==> config.mk <==
export PLATFORM = sky130hd
export DESIGN_NAME = seq_alu
export DESIGN_NICKNAME = d
export VERILOG_FILES = /design/src/rtl/alu_pkg.sv /design/src/rtl/seq_muldiv.sv /design/src/rtl/seq_alu.sv
export SDC_FILE = /design/constraint.sdc
export NUM_CORES = 1
export LEC_CHECK = 0
export BUFFER_PORTS_ARGS = -buffer_cell sky130_fd_sc_hd__buf_2
export CAP_MARGIN = 10
export CORE_MARGIN = 2
export CORE_UTILIZATION = 55
export DETAILED_ROUTE_END_ITERATION = 6
export GPL_ROUTABILITY_DRIVEN = 1
export PLACE_DENSITY = 0.74
export RECOVER_POWER = 100
export SETUP_SLACK_MARGIN = 0.15
export SYNTH_ARGS = -nofsm -noshare
export SYNTH_HDL_FRONTEND = slang
export SYNTH_SLANG_ARGS = --single-unit
==> constraint.sdc <==
create_clock -name clk -period 16 [get_ports clk]
set_input_delay 2.4 -clock clk [delete_from_list [all_inputs] [get_ports clk]]
set_output_delay 2.4 -clock clk [all_outputs]
set_load 0.02 [all_outputs]
==> src/rtl/alu_pkg.sv <==
// alu_pkg: shared types and defaults for the sequential ALU.
//   alu_op_t    - 4-bit operation codes
//   alu_state_t - handshake FSM states
//   ALU_WIDTH   - default datapath width
package alu_pkg;

  localparam int ALU_WIDTH = 32;

  typedef enum logic [3:0] {
    OP_AND  = 4'b0000,
    OP_OR   = 4'b0001,
    OP_ADD  = 4'b0010,
    OP_SUB  = 4'b0110,
    OP_SLT  = 4'b0111,
    OP_MULT = 4'b1000,
    OP_DIVU = 4'b1001,
    OP_NOR  = 4'b1100,
    OP_SLL  = 4'b1110,
    OP_SRL  = 4'b1111
  } alu_op_t;

  typedef enum logic {
    IDLE = 1'b0,
    BUSY = 1'b1
  } alu_state_t;

endpackage

==> src/rtl/seq_muldiv.sv <==
// seq_muldiv: iterative unsigned multiply (shift-add) / restoring divide,
// one bit per cycle, sharing a single 2*WIDTH accumulator.
//   clk, reset - clock, async active-high reset
//   start      - load a/b/mode and begin WIDTH iterations
//   mode       - 0: multiply, 1: divide
//   a, b       - multiplicand/multiplier or dividend/divisor
//   done       - high during the final iteration cycle
//   lo, hi     - final values (valid while done): product low/high or
//                quotient/remainder
module seq_muldiv #(
  parameter int WIDTH = 32,
  parameter int SW    = $clog2(WIDTH)
) (
  input  logic             clk,
  input  logic             reset,
  input  logic             start,
  input  logic             mode,
  input  logic [WIDTH-1:0] a,
  input  logic [WIDTH-1:0] b,
  output logic             done,
  output logic [WIDTH-1:0] lo,
  output logic [WIDTH-1:0] hi
);

  localparam logic [SW:0] CNT_INIT = (SW+1)'(WIDTH);

  // Multiply: {partial product, remaining multiplier bits}.
  // Divide:   {partial remainder, remaining dividend / quotient bits}.
  logic [2*WIDTH-1:0] acc, acc_nxt;
  logic [WIDTH-1:0]   b_r;
  logic               mode_r;
  logic [SW:0]        cnt;

  logic [WIDTH:0] mul_sum;
  logic [WIDTH:0] div_rem;

  always_comb begin
    mul_sum = {1'b0, acc[2*WIDTH-1:WIDTH]} + (acc[0] ? {1'b0, b_r} : '0);
    div_rem = {acc[2*WIDTH-1:WIDTH], acc[WIDTH-1]};
    if (!mode_r) begin
      acc_nxt = {mul_sum, acc[WIDTH-1:1]};
    end else if (div_rem >= {1'b0, b_r}) begin
      // Divisor of zero always takes this branch: quotient ends all ones and
      // the dividend shifts unchanged into the remainder half.
      acc_nxt = {WIDTH'(div_rem - {1'b0, b_r}), acc[WIDTH-2:0], 1'b1};
    end else begin
      acc_nxt = {div_rem[WIDTH-1:0], acc[WIDTH-2:0], 1'b0};
    end
  end

  always_ff @(posedge clk or posedge reset) begin
    if (reset) begin
      acc    <= '0;
      b_r    <= '0;
      mode_r <= 1'b0;
      cnt    <= '0;
    end else if (start) begin
      acc    <= {{WIDTH{1'b0}}, a};
      b_r    <= b;
      mode_r <= mode;
      cnt    <= CNT_INIT;
    end else if (cnt != '0) begin
      acc <= acc_nxt;
      cnt <= cnt - 1'b1;
    end
  end

  // Results are taken from the final iteration's next-state so the top can
  // register them on the same edge the counter expires.
  assign done = (cnt == (SW+1)'(1));
  assign lo   = acc_nxt[WIDTH-1:0];
  assign hi   = acc_nxt[2*WIDTH-1:WIDTH];

endmodule

==> src/rtl/seq_alu.sv <==
// seq_alu: EX-stage ALU with single-cycle logic/arith/shift ops and
// iterative MULT/DIVU behind a valid/ready handshake.
//   clk, reset          - clock, async active-high reset
//   in_valid, in_ready  - request handshake (ready low while MULT/DIVU runs)
//   alu_ctrl            - operation code (alu_op_t)
//   rs, rt, shamt       - operands and shift amount
//   out_valid           - one-cycle pulse when result/hi/zero update
//   result, hi, zero    - registered results, held between pulses
module seq_alu
  import alu_pkg::*;
#(
  parameter int WIDTH = ALU_WIDTH,
  parameter int SW    = $clog2(WIDTH)
) (
  input  logic             clk,
  input  logic             reset,
  input  logic             in_valid,
  output logic             in_ready,
  input  logic [3:0]       alu_ctrl,
  input  logic [WIDTH-1:0] rs,
  input  logic [WIDTH-1:0] rt,
  input  logic [SW-1:0]    shamt,
  output logic             out_valid,
  output logic [WIDTH-1:0] result,
  output logic [WIDTH-1:0] hi,
  output logic             zero
);

  alu_state_t       state, state_nxt;
  alu_op_t          op;
  logic             accept, is_iter, sc_legal, start;
  logic [WIDTH-1:0] sc_res;
  logic             md_done;
  logic [WIDTH-1:0] md_lo, md_hi;

  // Single-cycle datapath and decode.
  always_comb begin
    op       = alu_op_t'(alu_ctrl);
    is_iter  = 1'b0;
    sc_legal = 1'b1;
    sc_res   = '0;
    case (op)
      OP_AND:  sc_res = rs & rt;
      OP_OR:   sc_res = rs | rt;
      OP_ADD:  sc_res = rs + rt;
      OP_SUB:  sc_res = rs - rt;
      OP_SLT:  sc_res = {{(WIDTH-1){1'b0}}, $signed(rs) < $signed(rt)};
      OP_NOR:  sc_res = ~(rs | rt);
      OP_SLL:  sc_res = rt << shamt;
      OP_SRL:  sc_res = rt >> shamt;
      OP_MULT, OP_DIVU: begin
        is_iter  = 1'b1;
        sc_legal = 1'b0;
      end
      default: sc_legal = 1'b0;
    endcase
  end

  always_ff @(posedge clk or posedge reset) begin
    if (reset) state <= IDLE;
    else       state <= state_nxt;
  end

  always_comb begin
    state_nxt = state;
    in_ready  = 1'b0;
    start     = 1'b0;
    accept    = 1'b0;
    case (state)
      IDLE: begin
        in_ready = 1'b1;
        accept   = in_valid;
        if (in_valid && is_iter) begin
          start     = 1'b1;
          state_nxt = BUSY;
        end
      end
      BUSY: if (md_done) state_nxt = IDLE;
      default: state_nxt = IDLE;
    endcase
  end

  seq_muldiv #(.WIDTH(WIDTH), .SW(SW)) u_muldiv (
    .clk   (clk),
    .reset (reset),
    .start (start),
    .mode  (alu_ctrl[0]),
    .a     (rs),
    .b     (rt),
    .done  (md_done),
    .lo    (md_lo),
    .hi    (md_hi)
  );

  // Output registers. Illegal codes still pulse but leave hi alone.
  always_ff @(posedge clk or posedge reset) begin
    if (reset) begin
      out_valid <= 1'b0;
      result    <= '0;
      hi        <= '0;
      zero      <= 1'b1;
    end else begin
      out_valid <= 1'b0;
      if (accept && !is_iter) begin
        out_valid <= 1'b1;
        result    <= sc_legal ? sc_res : '0;
        zero      <= sc_legal ? (sc_res == '0) : 1'b1;
      end else if (state == BUSY && md_done) begin
        out_valid <= 1'b1;
        result    <= md_lo;
        hi        <= md_hi;
        zero      <= (md_lo == '0);
      end
    end
  end

endmodule

## Yosys cells after proc, flatten, opt, wreduce, memory -nomap -nowiden

Cells that the tools add are included.

- Muxes and demuxes: 24
- Reductions and logical operators: 13
- Add/subtract/negate cells: 5
- Shift-type cells: 2
- Magnitude comparators: 2
- Eq/ne operators: 10
- Multiply operators: 0
- Bitwise logic cells: 5
- Divide/modulo/power cells: 0

Operators by type and width:

| operator | count |
|---|---|
| $mux W64 | 4 |
| $pmux W32 S8 | 1 |
| $mux W32 | 4 |
| $logic_not A32 Y1 | 2 |
| $sub A32 B32 Y32 | 2 |
| $add A32 B32 Y33 | 1 |
| $ge A33 B32 Y1 | 1 |
| $add A32 B32 Y32 | 1 |
| $and A32 B32 Y32 | 1 |
| $lt A32 B32 Y1 | 1 |
| $not A32 Y32 | 1 |
| $or A32 B32 Y32 | 1 |
| $shl A32 B5 Y32 | 1 |
| $shr A32 B5 Y32 | 1 |
| $eq A4 B4 Y1 const B | 5 |
| $mux W1 | 12 |
| $mux W6 | 2 |
| $eq A4 B3 Y1 const B | 2 |
| $reduce_or A8 Y1 | 1 |
| $eq A6 B1 Y1 const B | 1 |
| $reduce_bool A6 Y1 | 1 |
| $sub A6 B1 Y6 const B | 1 |
| $eq A4 B1 Y1 const B | 1 |
| $eq A4 B2 Y1 const B | 1 |
| 8 further kinds | 12 |

- Flip-flop bits (word level): 170
- Memories kept: 0
- Output and inout bits: 67
- Input bits: 76
- ROM bits: 0
- Word-level logic and storage cells: 70
- Bits in latches: 0
- Memory bits (writable): 0

## Depth between registers and ports, before layout

Gate-level depths: netlist (run 1).

- Depth after elaboration: 7
- Mapped depth: 16
- Depth with buffers taken out: 15

## By module

From an unflattened synthesis (run 1), not the netlist that was laid out.

- Cells, all modules: 2,789
- Area total of the unflattened synthesis: 21,384.3 µm²

By module, submodules not included:

| module | cells an instance | area an instance (µm²) | times used |
|---|---|---|---|
| seq_alu | 1,682 | 12,374.4 | 1 |
| seq_muldiv | 1,107 | 9,009.9 | 1 |

## Least setup slack after synthesis (run 1)

Ideal clock, no wire load.

- Path kind: input to register
- Start: input rt[17]
- End: register zero
- Slack: 10.128 ns
- Data arrival time: 5.786 ns
- Stages: 15
- Setup time: 0.086 ns
- Cell sequence: clkbuf_1 inv_1 ha_1 buf_2 inv_1 nor2_1 nor4_1 a221oi_1 nand3_1 o211a_1 a31oi_1 a22oi_1 or4_1 or4b_1 o31ai_2

- Word-level cells in the longest chain between the ends: 6

RTL lines:

| item | line | text |
|---|---|---|
| start: declaration | seq_alu.sv:21 | `input logic [WIDTH-1:0] rt,` |
| parallel branches: the longest is 2 deep, another holds $sub A32 B32 Y32 | n/a |  |
| $pmux W32 S8 * | seq_alu.sv:42 | `case (op)` |
| $logic_not A32 Y1 * | seq_alu.sv:107 | `zero <= sc_legal ? (sc_res == '0) : 1'b1;` |
| $mux W1 * | seq_alu.sv:107 |  |
| $mux W1 * | seq_alu.sv:104 | `if (accept && !is_iter) begin` |
| end signal: assignment | seq_alu.sv:107 |  |
| end signal: assignment | seq_alu.sv:112 | `zero <= (md_lo == '0);` |
| end: declaration | seq_alu.sv:26 | `output logic zero` |

Mark *: on every way between the ends.
A chain may end at the register's enable or synchronous reset.

## Worst setup path in the final report (run 1)

- Start: input alu_ctrl[1]
- End: register u_muldiv.acc[58]

- Word-level cells in the longest chain between the ends: 7

RTL lines:

| item | line | text |
|---|---|---|
| start: declaration | seq_alu.sv:19 | `input logic [3:0] alu_ctrl,` |
| $eq A4 B4 Y1 | seq_alu.sv:42 |  |
| $reduce_or A2 Y1 * | seq_alu.sv:42 |  |
| $mux W1 * | seq_alu.sv:42 |  |
| $logic_and A1 B1 Y1 * | seq_alu.sv:73 | `if (in_valid && is_iter) begin` |
| $mux W1 * | seq_alu.sv:73 |  |
| $mux W1 * | seq_alu.sv:69 | `case (state)` |
| $mux W64 or $reduce_bool A2 Y1 (tied branches) | n/a |  |
| end signal: assignment | seq_muldiv.sv:58 | `acc <= {{WIDTH{1'b0}}, a};` |
| end signal: assignment | seq_muldiv.sv:63 | `acc <= acc_nxt;` |
| end: declaration | seq_muldiv.sv:29 | `logic [2*WIDTH-1:0] acc, acc_nxt;` |

Mark *: on every way between the ends. The rest lies on a longest branch, timed or not.

==> results of run 1 <==
==> worst max-delay path by stage <==
stage,from,to,slack (ps),cells past startpoint
3_5_place_dp,rt[5],zero,8580,14
3_3_place_gp,rt[5],zero,7900,14
6_report,alu_ctrl[1],u_muldiv.acc[58],7110,8
5_1_grt,reset,u_muldiv.mode_r,5710,4
2_1_floorplan,reset,hi[0],9000,1
4_1_cts,rt[5],zero,9040,14
==> cell type report <==
cell class | count | area (um^2) | area share (%)
timing repair buffer | 177 | 857 | 3.85
multi-input combinational | 2177 | 15300 | 68.7
clock buffer | 17 | 425 | 1.91
clock inverter | 15 | 175 | 0.786
tap | 511 | 639 | 2.87
inverter | 161 | 606 | 2.72
antenna | 3 | 7.51 | 0.0337
sequential | 170 | 4260 | 19.1
==> metal layers <==
metal | share of wire (%) | GRT usage [%] | wire length (um) | up-vias
met5 | 0.052 | 0 | 45 | -
met4 | 6.1 | 24.3 | 5330 | 6
met3 | 12 | 9.49 | 10200 | 304
met2 | 43 | 67.1 | 37800 | 1532
met1 | 39 | 55.7 | 33900 | 10900
li1 | - | - | - | 10100
==> flip-flops by register name, indices dropped and copies added (netlist names) <==
signal,count
u_muldiv.acc,64
result,32
state,1
hi,32
u_muldiv.cnt,6
out_valid,1
zero,1
u_muldiv.mode_r,1
u_muldiv.b_r,32
==> critical path: stages <==
cell,delay (ps)
clkbuf_1,880
inv_1,90
clkbuf_1,680
and3_1,440
nand2_1,1200
clkbuf_1,2400
nand2_1,700
o21ai_0,370
==> power by group through the flow <==
stage | registers (mW) | logic, mW | clock network (mW)
finish | 0.591 | 1.35 | 0.423
global route | 0.598 | 1.47 | 0.443
CTS | 0.587 | 1.31 | 0.425
detailed placement | 0.592 | 1.31 | 0
global placement | 0.591 | 1.27 | 0
floorplan | 0.560 | 0.995 | 0
==> Yosys cell counts (33+ instances only) <==
master / n
a21oi_1: 169
inv_1: 160
a211oi_1: 35
nand2_1: 322
a21o_1: 40
mux4_2: 34
buf_2: 33
o21ai_0: 189
dfrtp_1: 169
a22oi_1: 50
mux2i_1: 99
and2_1: 48
mux2_2: 33
o22ai_1: 49
nor3_1: 60
o211ai_1: 63
nor2_1: 204
nand3_1: 54
xnor2_1: 52
ha_1: 179
clkbuf_1: 132
==> kinds of logic (layout without fill, tap and decap cells) <==
| family | count (synthesis) | in the layout |
|---|---|---|
| DFF | 170 | 170 |
| muxes | 176 | 176 |
| and+or+nand+nor | 859 | 859 |
| AOI/OAI and AO/OA | 892 | 892 |
| other | 0 | 3 |
| buffers and inverters | 352 | 370 |
| adders and majority gates | 183 | 183 |
| xor gates and xnor gates | 67 | 67 |
==> metrics.md, run 1 <==
| Metric | Value |
|---|---|
| Status | `finished, violations left` |
| Failing checks | `design-rule violations, max-capacitance violations, max-slew violations` |
| Post-route cell area | `22300 um^2` |
| Num CTS Buffers | `17` |
| Tightest Pin Transition | `3310 ps` |
| GP Congestion | `1.11` |
| Vias | `22800` |
| Leakage | `slightly below 10 nW` |
| Finished Core Util | `59.2%` |
| DR WL/cell | `about 27 um` |
| Largest net degree at the start of global routing | `89` |
| Area of placed instances | `~22000 um^2` |
| CP endpoint kind | `flip-flop` |
| Peak supply drop | `0.0933 mV` |
| Port buffer count | `142` |
| Async set-reset flop share out of synthesis | `100%` |
| Cell-internal power | `1.26 mW` |
| Type of origin of the critical path | `input port` |
| Num rows | `between 70 and 80` |
| Area delta synth->final | `6.09%` |
| Final Non-Filler Cells | `3231` |
| Cell taking the most area after synthesis | `dfrtp_1` |
| Mean Syn Cell Area | `7.78 um^2` |
| Critical path arrival | `slightly above 9000 ps` |
| Hold path startpoint | `hi[11]` |
| Fin Clk Skew | `10.9 ps` |
| Final setup vio count | `0` |
| Starting DRT DRC Count | `2874` |
| Detailed-router iteration count before antenna repair | `7` |
| Reg2Reg Setup Slack | `a little over 10000 ps` |
| Most frequent cells in the layout | `321 x nand2_1, 203 x nor2_1, 189 x o21ai_0` |
| Sink Count | `170` |
| Comb pwr share | `a little under three fifths` |
| DP HPWL | `66.7 mm` |
| Clk slew on worst S/H paths | `70 ps` |
| Syn Nets | `approximately 3000` |
| Core area | `37700 um^2` |
| Placement Setup Slack | `8580 ps` |
| Psw | `1.10 mW` |
| Remaining antenna violation count | `0` |
| DRC Markers | `5` |
| Syn Inst Count | `2699` |
| Layout cell share with drive strength beyond 1 | `just under 9%` |
| Most common cell after layout, fill and taps aside | `nand2_1` |
| Hold-fix buffers, CTS | `0` |
| Main combinational cell family by area after synthesis | `compound AO/OA/AOI/OAI gates` |
| Clock tree buffer depth | `2` |
| Total track usage | `43.2%` |
| Initial Utilization | `a little under three fifths` |
| Reg2Reg Depth | `14` |
| Synth Area in Adders | `between 10 and 15%` |
| TritonCTS clock tree | `done` |
| Final hold vios | `0` |
| Synth Area in Simple Gates | `19.1%` |
| Post-cts resize count | `0` |
| Sw frac | `46.5%` |
| Nets | `2963` |
| Cell area after synthesis | `21000 um^2` |
| # IOs | `around 140` |
| Total gr overflow | `0` |
| Pwr dens | `106 nW/um^2` |
| Synth top area cells | `dfrtp_1 20%, ha_1 11%, nand2_1 5.8%, mux2i_1 4.7%, o21ai_0 4.5%` |
| Total power draw | `2.36 mW` |
| Initial antenna violation count | `3` |
| CP max FO | `88` |
| Post-Synth XOR/XNOR Area | `2.79%` |
| Die W | `199 um` |
| Mux cell area share after synthesis | `~11%` |
| Yosys reg bits | `170` |
| Max-slew violations | `around 420` |
| Final wirelength | `87.3 mm` |
| RSZ-0062 raised after global routing | `no` |
| Vias in the first global route | `21300` |
| Synth Flop Type | `dfrtp_1` |
| Area of the die | `39800 um^2` |
| Number of max-cap violations | `8` |
| Hold slack | `between 400 and 500 ps` |
| Synth cell types | `99` |
| Crit Reg-Reg Endpoint | `zero` |
| Compound-gate portion of the synthesized area | `29.0%` |
| YS warnings | `0` |
| Die Y | `~200 um` |
| Post-synth top area share | `20.1%` |
| Hold-critical path depth | `2` |
| Slew Limit Headroom | `-120%` |
| Clock share of power | `between 15 and 20%` |
| Fin worst setup slack | `7110 ps` |
| H-tree levels | `4` |
| Placed cells | `3196` |
| Final Cycle Share | `55.6%` |
| Critical Path RT | `16360 ps` |
| Clk Latency, worst-skew pair | `450 ps` |
| Setup TNS | `0 ps` |
| Fillers | `3625` |
| Crit path time final | `8890 ps` |
| Via/cell ratio | `between 7 and 8` |
| Seq pwr share | `25.0%` |
| Fmax | `~110 MHz` |
| Hold Path Class | `flip-flop to flip-flop` |
| Sequential share of the synthesized area | `roughly 20%` |
| Hold path endpoint | `hi[11]` |
| Root Driver | `clkbuf_16` |
| Postcts setup bufs | `0` |
| Post-synth EDFFs | `0` |
| Worst R2R Start | `u_muldiv.acc[34]` |
| First-pass GRT wire length | `~130 mm` |
| CP Class | `input port to flip-flop` |
Note: power is estimated with default switching activity, not from simulation.
==> run 2, diff against run 1 <==
--- a/config.mk
+++ b/config.mk
@@ -5,13 +5,14 @@
 export SDC_FILE = /design/constraint.sdc
 export NUM_CORES = 1
 export LEC_CHECK = 0
+export ABC_AREA = 1
 export BUFFER_PORTS_ARGS = -buffer_cell sky130_fd_sc_hd__buf_2
 export CAP_MARGIN = 10
 export CORE_MARGIN = 2
 export CORE_UTILIZATION = 55
 export DETAILED_ROUTE_END_ITERATION = 6
 export GPL_ROUTABILITY_DRIVEN = 1
-export PLACE_DENSITY = 0.74
+export PLACE_DENSITY = 0.73
 export RECOVER_POWER = 100
 export SETUP_SLACK_MARGIN = 0.15
 export SYNTH_ARGS = -nofsm -noshare
==> constraint.sdc (replaced) <==
create_clock -name clk -period 8.5 [get_ports clk]
set_input_delay 1.275 -clock clk [delete_from_list [all_inputs] [get_ports clk]]
set_output_delay 1.275 -clock clk [all_outputs]
set_load 0.02 [all_outputs]
==> metrics.md, run 2 <==
| Metric | Value |
|---|---|
| Status | `finished, violations left` |
| Failing checks | `max-capacitance violations, max-slew violations` |
| Crit path time final | `5490 ps` |
| Critical Path RT | `a little under 9000 ps` |
| Final hold vios | `0` |
| Most common cell after layout, fill and taps aside | `nand2_1` |
| Placement Setup Slack | `3800 ps` |
| Mux cell area share after synthesis | `0%` |
| Cell with the most instances after synthesis | `nand2_1` |
| Vias in the first global route | `24500` |
| Synth Area in Adders | `10.6%` |
| Synth top area cells | `nand2_1 21%, dfrtp_1 19%, nand3_1 14%, ha_1 10%, inv_1 8.6%` |
| Pwr dens | `295 nW/um^2` |
| Layout cell share with drive strength beyond 1 | `4.28%` |
| First-pass GRT wire length | `143 mm` |
| Total gr overflow | `0` |
| Fin worst setup slack | `approximately 3000 ps` |
| Compound-gate portion of the synthesized area | `12.7%` |
| Post-synth EDFFs | `0` |
| Post-Synth XOR/XNOR Area | `less than 1%` |
| Sequential share of the synthesized area | `between 10% and 20%` |
| YS warnings | `0` |
| Clk slew on worst S/H paths | `60 ps` |
| Crit-path slowest cell | `clkbuf_1` |
| RSZ-0062 raised after global routing | `no` |
| Cell Chain, Critical Path | `clkbuf_1 > inv_1 > nor3_1 > nand2_2 > buf_4 > clkinv_1 > nor2_1 > clkbuf_1 > nand3_1 > o21ai_0` |
| Main combinational cell family by area after synthesis | `simple AND/OR/NAND/NOR gates` |
| Vias | `26400` |
| Slew Limit Headroom | `-180%` |
| Syn Nets | `~4000` |
| Type of origin of the critical path | `input port` |
| Port buffer count | `142` |
| Mean Syn Cell Area | `5.76 um^2` |
| Initial Utilization | `56.1%` |
| Remaining antenna violation count | `0` |
| DR WL/cell | `between 20 and 25 um` |
| Hold Path Class | `flip-flop to flip-flop` |
| Num CTS Buffers | `17` |
| Peak supply drop | `roughly 0.24 mV` |
| Initial antenna violation count | `6` |
| Number of max-cap violations | `4` |
| Most frequent cells in the layout | `1226 x nand2_1, 616 x nand3_1, 497 x inv_1` |
| CP max FO | `95` |
| Yosys reg bits | `170` |
| Starting DRT DRC Count | `3305` |
| CP endpoint kind | `flip-flop` |
| Cell taking the most area after synthesis | `nand2_1` |
| Leakage | `about 12 nW` |
| Final Cycle Share | `64.6%` |
| Async set-reset flop share out of synthesis | `100%` |
| Slowest stage delay, CP | `approximately 2100 ps` |
| Final setup vio count | `0` |
| Num rows | `72` |
| Area of the die | `41300 um^2` |
| DRC Markers | `0` |
| Clock tree buffer depth | `2` |
| Nets | `slightly above 4000` |
| Syn Inst Count | `3791` |
| Hold-fix buffers, CTS | `0` |
| Fin Clk Skew | `8.71 ps` |
| Commonest cells post-synth | `1222 x nand2_1, 615 x nand3_1, 499 x inv_1` |
| Post-cts resize count | `0` |
| CP Class | `input port to flip-flop` |
| Critical path arrival | `5850 ps` |
| TritonCTS clock tree | `done` |
| H-tree levels | `4` |
| # IOs | `143` |
| Die Y | `203 um` |
| Final wirelength | `94.8 mm` |
| Tightest Pin Transition | `4170 ps` |
| Crit-path most repeated cell | `clkbuf_1` |
| Total track usage | `45.6%` |
| Core area | `38900 um^2` |
| Synth Flop Type | `dfrtp_1` |
| Die W | `203 um` |
| Cell area after synthesis | `21800 um^2` |
| Fillers | `roughly 4100` |
| Via/cell ratio | `roughly 6.1` |
| Top reg by flops | `u_muldiv.acc` |
| GP Congestion | `approximately 1.1` |
| Clk Latency, worst-skew pair | `460 ps` |
| Detailed-router iteration count before antenna repair | `7` |
| DP HPWL | `75.8 mm` |
| Max-slew violations | `278` |
| Largest net degree at the start of global routing | `96` |
| Setup TNS | `0 ps` |
| Area delta synth->final | `6.10%` |
| Max FFs per register | `64` |
| Synth Area in Simple Gates | `roughly 44%` |
| Sink Count | `170` |
| Post-synth top area share | `21.0%` |
| Synth cell types | `54` |
| Root Driver | `clkbuf_16` |
| Fmax | `roughly 180 MHz` |
| Postcts setup bufs | `0` |
[run 2: cell type report]
type | instances | area (um^2) | share of cell area, %
multi-input cells | 2960 | 15000 | 64.6
flip-flops and latches | 170 | 4260 | 18.4
inverters | 507 | 1900 | 8.22
repair buffers | 167 | 797 | 3.44
well taps | 518 | 648 | 2.80
clock buffers | 18 | 429 | 1.85
clock inverters | 14 | 164 | 0.708
diodes | 2 | 5.00 | 0.0216
[run 2: path summary, 6_finish.rpt]
kind / startpoint / to / slack, ps / cells after the start
max reg2reg: u_muldiv.b_r[14] / zero / 3300 / 13
min in group asynchronous: reset / u_muldiv.cnt[5] / 2070 / 2
max in group asynchronous: reset / hi[20] / 3200 / 3
min reg2reg: hi[30] / hi[30] / 480 / 2
min: hi[30] / hi[30] / 480 / 2
max: alu_ctrl[3] / u_muldiv.acc[57] / 3010 / 10
[run 2: metrics by stage]
step	utilization [%]	instance area, um^2	hold slack, ps	power [mW]	cells
after floorplan	-	21800	452	4.72	3791
after global placement	58.4	22700	457	5.90	4321
after detailed placement	58.4	22700	461	5.95	4321
after CTS	59.9	23300	478	6.78	4353
after global routing	59.5	23200	498	7.40	4354
final	59.5	23200	480	6.84	4356
[run 2: metal layers]
metal,global-route usage (%),up-vias,routed length [um]
met5,0,-,49
met4,35.3,8,8710
met3,8.68,369,10000
met2,70.7,1639,40700
met1,55.8,12000,35300
li1,-,12400,-
[run 2: power breakdown]
group          total, mW  internal (mW)  switching (mW)
logic               4.52           1.42            3.10
clock network      0.807          0.441           0.367
registers           1.51           1.16           0.351
[run 2: worst max-delay path: cells and delay by family]
family                 cells  cell delay (ps)
buffers and inverters      5             3690
AND/OR/NAND/NOR            4              660
AO/OA/AOI/OAI              1              180
[run 2: cells by family (layout without fill, tap and decap cells)]
| family | Yosys count | count (layout) |
|---|---|---|
| and+or+nand+nor | 2279 | 2279 |
| buffers and inverters | 661 | 706 |
| AOI/OAI and AO/OA | 475 | 475 |
| adders and majority gates | 183 | 183 |
| DFF | 170 | 170 |
| xor gates and xnor gates | 23 | 23 |
| other | 0 | 2 |
